--- config.mk ---
export PLATFORM = sky130hd
export DESIGN_NAME = byte_serial_tx
export DESIGN_NICKNAME = d
export VERILOG_FILES = /design/src/rtl/byte_serial_tx.sv
export SDC_FILE = /design/constraint.sdc
export NUM_CORES = 1
export LEC_CHECK = 0
export BUFFER_PORTS_ARGS = -buffer_cell sky130_fd_sc_hd__buf_2
export CORE_ASPECT_RATIO = 2
export CORE_MARGIN = 2
export CORE_UTILIZATION = 45
export CTS_BUF_LIST = sky130_fd_sc_hd__clkbuf_8
export DETAILED_ROUTE_END_ITERATION = 12
export PLACE_DENSITY = 0.74
export SLEW_MARGIN = 20
export SYNTH_ARGS = -nofsm -noshare
export SYNTH_HDL_FRONTEND = slang
export SYNTH_SLANG_ARGS = --single-unit
--- constraint.sdc ---
create_clock -name clk -period 1.9 [get_ports clk]
set_input_delay 0.19 -clock clk [delete_from_list [all_inputs] [get_ports clk]]
set_output_delay 0.19 -clock clk [all_outputs]
set_load 0.02 [all_outputs]
--- src/rtl/byte_serial_tx.sv ---
// Byte serialiser: takes a byte on a store/ready handshake and shifts out a
// start bit, the data bits LSB first, an optional parity bit and a stop bit.
module byte_serial_tx #(
  parameter int unsigned DATA_WIDTH   = 8,
  parameter int unsigned CLKS_PER_BIT = 4,
  parameter int unsigned PARITY_EN    = 1,
  parameter int unsigned PARITY_ODD   = 0
) (
  input  logic                  clk,
  input  logic                  rst_n,
  input  logic [DATA_WIDTH-1:0] data,
  input  logic                  store,
  output logic                  ready,
  output logic                  busy,
  output logic                  tx,
  output logic                  done
);

  localparam int unsigned CW = $clog2(CLKS_PER_BIT) + 1;
  localparam int unsigned BW = $clog2(DATA_WIDTH) + 1;

  typedef enum logic [2:0] {
    S_IDLE   = 3'd0,
    S_START  = 3'd1,
    S_DATA   = 3'd2,
    S_PARITY = 3'd3,
    S_STOP   = 3'd4
  } state_e;

  state_e                state_q, state_d;
  logic [CW-1:0]         clk_cnt_q, clk_cnt_d;
  logic [BW-1:0]         bit_cnt_q, bit_cnt_d;
  logic [DATA_WIDTH-1:0] shift_q, shift_d;
  logic                  parity_q, parity_d;
  logic                  tx_q, tx_d;
  logic                  ready_q, ready_d;
  logic                  busy_q, busy_d;
  logic                  done_q, done_d;

  logic slot_end;
  logic last_bit;
  logic accept;

  assign slot_end = (clk_cnt_q == '0);
  assign last_bit = (bit_cnt_q == '0);
  assign accept   = store && ready_q;

  // State register
  always_ff @(posedge clk or negedge rst_n) begin
    if (!rst_n) state_q <= S_IDLE;
    else        state_q <= state_d;
  end

  // Next-state logic: each non-idle state ends when its slot's clock count runs out
  always_comb begin
    state_d = state_q;
    unique case (state_q)
      S_IDLE:   if (accept)   state_d = S_START;
      S_START:  if (slot_end) state_d = S_DATA;
      S_DATA:   if (slot_end && last_bit) state_d = (PARITY_EN != 0) ? S_PARITY : S_STOP;
      S_PARITY: if (slot_end) state_d = S_STOP;
      S_STOP:   if (slot_end) state_d = S_IDLE;
      default:  state_d = S_IDLE;
    endcase
  end

  // Datapath and output next values; tx only moves at slot boundaries
  always_comb begin
    clk_cnt_d = clk_cnt_q;
    bit_cnt_d = bit_cnt_q;
    shift_d   = shift_q;
    parity_d  = parity_q;
    tx_d      = tx_q;
    ready_d   = ready_q;
    busy_d    = busy_q;
    done_d    = 1'b0;
    if (state_q == S_IDLE) begin
      if (accept) begin
        shift_d   = data;
        parity_d  = (PARITY_ODD != 0) ? ~^data : ^data;
        tx_d      = 1'b0;
        clk_cnt_d = CW'(CLKS_PER_BIT - 1);
        ready_d   = 1'b0;
        busy_d    = 1'b1;
      end
    end else if (!slot_end) begin
      clk_cnt_d = clk_cnt_q - CW'(1);
    end else begin
      clk_cnt_d = CW'(CLKS_PER_BIT - 1);
      unique case (state_q)
        S_START: begin
          tx_d      = shift_q[0];
          shift_d   = shift_q >> 1;
          bit_cnt_d = BW'(DATA_WIDTH - 1);
        end
        S_DATA: begin
          if (last_bit) begin
            tx_d = (PARITY_EN != 0) ? parity_q : 1'b1;
          end else begin
            tx_d      = shift_q[0];
            shift_d   = shift_q >> 1;
            bit_cnt_d = bit_cnt_q - BW'(1);
          end
        end
        S_PARITY: tx_d = 1'b1;
        S_STOP: begin
          tx_d      = 1'b1;
          done_d    = 1'b1;
          ready_d   = 1'b1;
          busy_d    = 1'b0;
          clk_cnt_d = '0;
        end
        default: tx_d = 1'b1;
      endcase
    end
  end

  // Datapath registers
  always_ff @(posedge clk or negedge rst_n) begin
    if (!rst_n) begin
      clk_cnt_q <= '0;
      bit_cnt_q <= '0;
      shift_q   <= '0;
      parity_q  <= 1'b0;
      tx_q      <= 1'b1;
      ready_q   <= 1'b1;
      busy_q    <= 1'b0;
      done_q    <= 1'b0;
    end else begin
      clk_cnt_q <= clk_cnt_d;
      bit_cnt_q <= bit_cnt_d;
      shift_q   <= shift_d;
      parity_q  <= parity_d;
      tx_q      <= tx_d;
      ready_q   <= ready_d;
      busy_q    <= busy_d;
      done_q    <= done_d;
    end
  end

  assign tx    = tx_q;
  assign ready = ready_q;
  assign busy  = busy_q;
  assign done  = done_q;

endmodule

# Yosys cells after proc, flatten, opt, wreduce, memory -nomap -nowiden
# Cells that the tools add are included.
classes:
  add_sub_neg: 2
  eq_ne: 11
  mux: 32
  bitwise_logic: 1
  reduce_logical: 16
op_table:
  columns: ["op", "n"]
  rows:
  - ["2-to-1 mux 8 bit", 4]
  - ["2-to-1 mux 3 bit", 8]
  - ["case mux 8 bit (2 select lines)", 1]
  - ["case mux 3 bit (5 select lines)", 1]
  - ["2-to-1 mux 1 bit", 14]
  - ["!= test 2 bit (second input constant)", 6]
  - ["case mux 4 bit (2 select lines)", 1]
  - ["AND reduction 4 bit", 2]
  - ["parity 8 bit", 1]
  - ["== test 3 x 2 -> 1 bit (second input constant)", 2]
  - ["logical NOT 3 bit", 2]
  - ["nonzero test 2 bit", 3]
  - ["AND reduction 5 bit", 1]
  - ["logical NOT 4 bit", 1]
  - ["2-to-1 mux 4 bit", 1]
  - ["AND reduction 2 bit", 2]
  - ["subtractor 4 x 1 -> 4 bit (second input constant)", 1]
  - ["== test 3 x 1 -> 1 bit (second input constant)", 1]
  - ["== test 3 bit (second input constant)", 1]
  - ["!= test 3 bit (second input constant)", 1]
  - ["AND reduction 3 bit", 1]
  - ["nonzero test 3 bit", 1]
  - ["subtractor 3 x 1 -> 3 bit (second input constant)", 1]
  - ["logical AND 1 bit", 2]
  - ["3 further kinds", 3]
word_totals:
  ff_bits: 23
  in_bits: 11
  word_cells: 71

# Depth between registers and ports, before layout
logic_depth:
  word_depth: 5
  ltp_mapped: 8
  ltp_nobuf: 6

# Worst setup path after synthesis
# Ideal clock, no wire load.
synth_timing:
  kind: "reg2reg"
  startpoint: "reg clk_cnt_q[0]"
  endpoint: "reg shift_q[0]"
  setup_time_ns: 0.125
  t_arrival_ns: 1.616
  required_ns: 1.775
  path_slack_ns: 0.159
  stages_incl_launch_ff: 9
  synth_period_minus_slack_ns: 1.741
  cell_sequence: "dfrtp_1 inv_1 ha_1 nand2b_4 clkbuf_8 o21ai_0 o311a_1 buf_6 mux2_4"
synth_between:
  elab_chain_len: 3
synth_lines:
  columns: ["item", "line_no", "source"]
  rows:
  - ["start, declared", "31", "logic [CW-1:0] clk_cnt_q, clk_cnt_d;"]
  - ["start signal, assigned", "130", "clk_cnt_q <= clk_cnt_d;"]
  - ["logical NOT 3 bit", "44", "assign slot_end = (clk_cnt_q == '0);"]
  - ["nonzero test 2 bit (no line)", null, null]
  - ["AND reduction 4 bit (no line)", null, null]
  - ["end signal, assigned", "132", "shift_q <= shift_d;"]
  - ["end, declared", "33", "logic [DATA_WIDTH-1:0] shift_q, shift_d;"]
# Every way passes these cells.
# A chain may end at the register's enable or synchronous reset.

# Worst setup path in the final report
layout_timing:
  startpoint: "reg bit_cnt_q[0]"
  endpoint: "reg shift_q[6]"
layout_between:
  elab_chain_len: 3
layout_lines:
  columns: ["item", "line_no", "source"]
  rows:
  - ["start, declared", "32", "logic [BW-1:0] bit_cnt_q, bit_cnt_d;"]
  - ["start signal, assigned", "131", "bit_cnt_q <= bit_cnt_d;"]
  - ["logical NOT 4 bit", "45", "assign last_bit = (bit_cnt_q == '0);"]
  - ["!= test 3 bit (no line)", null, null]
  - ["AND reduction 4 bit (no line)", null, null]
# Every way passes these cells.

==> reports/metrics.csv <==
stage,metric,value,unit
global_route,vias in the first global route,1056,
detailed_routing,Antenna Violating Nets Remaining,0,
synthesis,sequential share of the synthesized area,0.4155,
clocking,TritonCTS Sinks,23,
placed_design,IO buf count,14,
synthesis,Yosys reg bits,23,
critical_path,CP required,2.05,ns
timing,Worst Skew,0.003879,ns
synthesis,cell taking the most area after synthesis,dfrtp_1,
detailed_routing,post-route DRC violation count,0,
clocking,CTS max path bufs,2,
power_and_ir_drop,Pleak,0.0007349,uW
critical_path,critical path peak fanout,8,
power_and_ir_drop,clock share of power,0.359,
critical_path,"slowest stage delay, CP",0.43,ns
timing,Worst Tran Pin Value,0.5338,ns
critical_path,r2r setup slk,0.06,ns
finish,share of layout cells above drive strength 1,0.2516,
synthesis,share of flip-flops with an asynchronous set or reset,1.000,
finish,"Core Util, Final",0.5187,
floorplanning,Top Ports,15,
timing,post-route clock period utilization,0.9678,
power_and_ir_drop,internal power,663.8,uW
global_route,GRT Total Usage,0.1773,
floorplanning,total core area,0.002943,mm2
synthesis,cells after synthesis,143,
critical_path,Reg2Reg Depth,7,
timing,Hold Fails Final Rpt,0,
floorplanning,total die area,0.003580,mm2
synthesis,main flop type after synthesis,dfrtp_1,
timing,Worst Slack Setup Final,0.06110,ns
clocking,H-tree Lvls,1,
critical_path,CP Class,reg -> reg,
placed_design,pre-CTS WS,0.09558,ns
detailed_routing,routed len/inst,15.02,um
clocking,CTS tree,yes,
critical_path,Crit. End Element,flip-flop,
critical_path,worst path cell trace,"inv_1, ha_1, nor3b_4, nor3b_1, o311a_1, buf_12, mux2_4",
power_and_ir_drop,Gate power share,0.070,
floorplanning,# rows,28,
detailed_routing,routed wire length,2838,um
finish,Layout area overhead,9.712,%
floorplanning,Initial Util,0.4728,
critical_path,type of origin of the critical path,flip-flop,
detailed_routing,via count,1056,
timing,Slew headroom,0.6441,
placed_design,Placer Congestion,0.7679,
power_and_ir_drop,Sw Share,0.2250,
clocking,TritonCTS buffer count,3,
placed_design,placed cells,184,
outcome,status,"complete, no violations",
min_path,worst hold-check path type,in -> reg,
finish,Non-Filler Instances,189,
synthesis,"Cell Area, Synth",0.001391,mm2
clocking,"CTS clk-pin slew, worst paths",0.08,ns
timing,setup violators final,0,
power_and_ir_drop,Sequential Power Share,0.571,
detailed_routing,drt via density,5.587,
power_and_ir_drop,PD cells,561.2,mW/mm2
global_route,GR Overflow Total,0,
placed_design,Post-DP HPWL,2144,um
synthesis,Synth Net Count,158,
floorplanning,die height,82.64,um
timing,fin. max-slew vios,0,
synthesis,yosys warns,0,
power_and_ir_drop,Net Switching,192.8,uW
detailed_routing,Detailed Route Iter0 Violations,15,
run,Max Cap Viol,0,
power_and_ir_drop,Max rail drop VDD,0.4296,mV
finish,# diodes,0,
global_route,first-pass GRT wire length,4767,um
global_route,pin count of the biggest net entering global routing,24,
detailed_routing,Pre-antenna DRT Iters,4,
clocking,Skew-Pair Late Insertion Delay,0.27,ns
timing,unrepaired setup endpoints after global routing,false,
timing,Tmin final,1.839,ns
synthesis,Post-synth EDFFs,0,
critical_path,slowest CP cell,dfrtp_1,
critical_path,crit path DAT,1.99,ns
critical_path,CP startpoint,bit_cnt_q[0],
finish,fin nets,175,
critical_path,Reg-to-Reg End,shift_q[6],
synthesis,Area contributors post-synth,"dfrtp_1 (38%), nand2_1 (7.8%), mux2_4 (7.6%)",
synthesis,Netlist cell types,37,
critical_path,reg2reg start,bit_cnt_q[0],
clocking,CTS root buffer,clkbuf_8,
timing,Fin Setup TNS,0,ns
floorplanning,die width,43.32,um
clocking,post-CTS setup buffer count,0,
synthesis,syn avg cell area,9.730,um2
timing,fmax,543.8,MHz
global_route,initial antenna violation count,0,
critical_path,Worst Setup EP,shift_q[6],
synthesis,Synth top area share,0.3777,
## metal layers
layer	GRT usage	routed length (um)
met1	0.1945	1059
met2	0.3269	1649
met3	0.01739	58
met4	0.09091	70
met5	0	0
## cells by family after synthesis
| group | after synthesis | synth area share |
|---|---|---|
| adders and majority gates | 4 | 0.03597 |
| DFF | 23 | 0.4155 |
| muxes | 9 | 0.09083 |
| and+or+nand+nor | 61 | 0.2194 |
| buffers and inverters | 14 | 0.07734 |
| AOI/OAI and AO/OA | 24 | 0.1106 |
| xor gates and xnor gates | 8 | 0.05036 |
## worst max-delay path: cells and delay by family (launching register included)
| family | cells | cell delay, ns |
|---|---|---|
| flip-flops | 1 | 0.43 |
| AO/OA/AOI/OAI | 1 | 0.33 |
| multiplexers | 1 | 0.30 |
| AND/OR/NAND/NOR | 2 | 0.28 |
| buffers and inverters | 2 | 0.26 |
| adder cells (fa/ha/maj) | 1 | 0.14 |
## cell type report
cell class / instances / area (um2)
Clock buffer: 3 / 41.29
Clock inverter: 1 / 5.005
Fill cell: 286 / 1416
Inverter: 7 / 26.28
Multi-Input combinational cell: 106 / 715.7
Sequential cell: 23 / 578.1
Tap cell: 30 / 37.54
Timing Repair Buffer: 19 / 122.6
## flip-flops by register name (all words and copies together) (netlist names)
register,count
bit_cnt_q,4
busy,1
tx,1
parity_q,1
ready,1
clk_cnt_q,3
shift_q,8
done,1
state_q,3
## power groups by stage
stage	registers, uW	clock network (uW)	logic [uW]
2_1_floorplan	499	0	30.7
3_3_place_gp	499	0	56.9
3_5_place_dp	499	0	59.6
4_1_cts	489	314	61.4
5_1_grt	489	329	68.4
6_report	489	307	60.3
## layout by cell type (no fill, tap or decap), types with 2 or more instances in the layout
master | synthesis | final
nand2_1 | 29 | 29
dfrtp_1 | 21 | 21
buf_2 | 0 | 14
nor2_1 | 12 | 11
o21ai_0 | 8 | 8
inv_1 | 7 | 7
xnor2_1 | 7 | 7
mux2_4 | 7 | 7
nand3_1 | 4 | 4
ha_1 | 4 | 4
nand2b_1 | 4 | 3
a31oi_1 | 3 | 3
clkbuf_8 | 4 | 3
buf_4 | 0 | 3
nand2b_4 | 1 | 2
o22ai_1 | 2 | 2
or3_1 | 2 | 2
o311a_1 | 2 | 2
a21oi_1 | 2 | 2
nor3_1 | 2 | 2
o31ai_1 | 2 | 2
dfstp_2 | 2 | 2
## repair_timing
action | in CTS | in global routing
setup endpoints to repair | 0 | 1
gates resized for setup | 0 | 2
hold buffers | 1 | 0
hold endpoints to repair | 21 | 0
## worst min-delay path by stage
stage / startpoint / to / slack (ns) / cells past startpoint
6_report: data[7] / shift_q[7] / 0.19 / 3
2_1_floorplan: rst_n / bit_cnt_q[0] / -0.11 / 0
4_1_cts: data[7] / shift_q[7] / 0.19 / 3
3_3_place_gp: rst_n / done / 0.19 / 1
3_5_place_dp: rst_n / done / 0.19 / 1
5_1_grt: data[7] / shift_q[7] / 0.19 / 3
## metrics by stage
step | power [uW] | hold WS (ns) | cell area (um2)
after floorplan | 529.6 | -0.1056 | 1391
after global placement | 555.7 | 0.1875 | 1460
after detailed placement | 558.4 | 0.1933 | 1460
after CTS | 864.6 | 0.1911 | 1516
after global routing | 886.5 | 0.1943 | 1526
final | 856.6 | 0.1893 | 1526
## Yosys cell counts, types with 2 or more instances
master,count
o31ai_1,2
o21ai_0,8
o311a_1,2
inv_1,7
mux2_4,7
nand3_1,4
dfstp_2,2
nor2_1,12
a31oi_1,3
nor3_1,2
dfrtp_1,21
nand2b_1,4
o22ai_1,2
xnor2_1,7
ha_1,4
nand2_1,29
clkbuf_8,4
or3_1,2
buf_6,2
a21oi_1,2
Power figures use the tool's default switching activity.
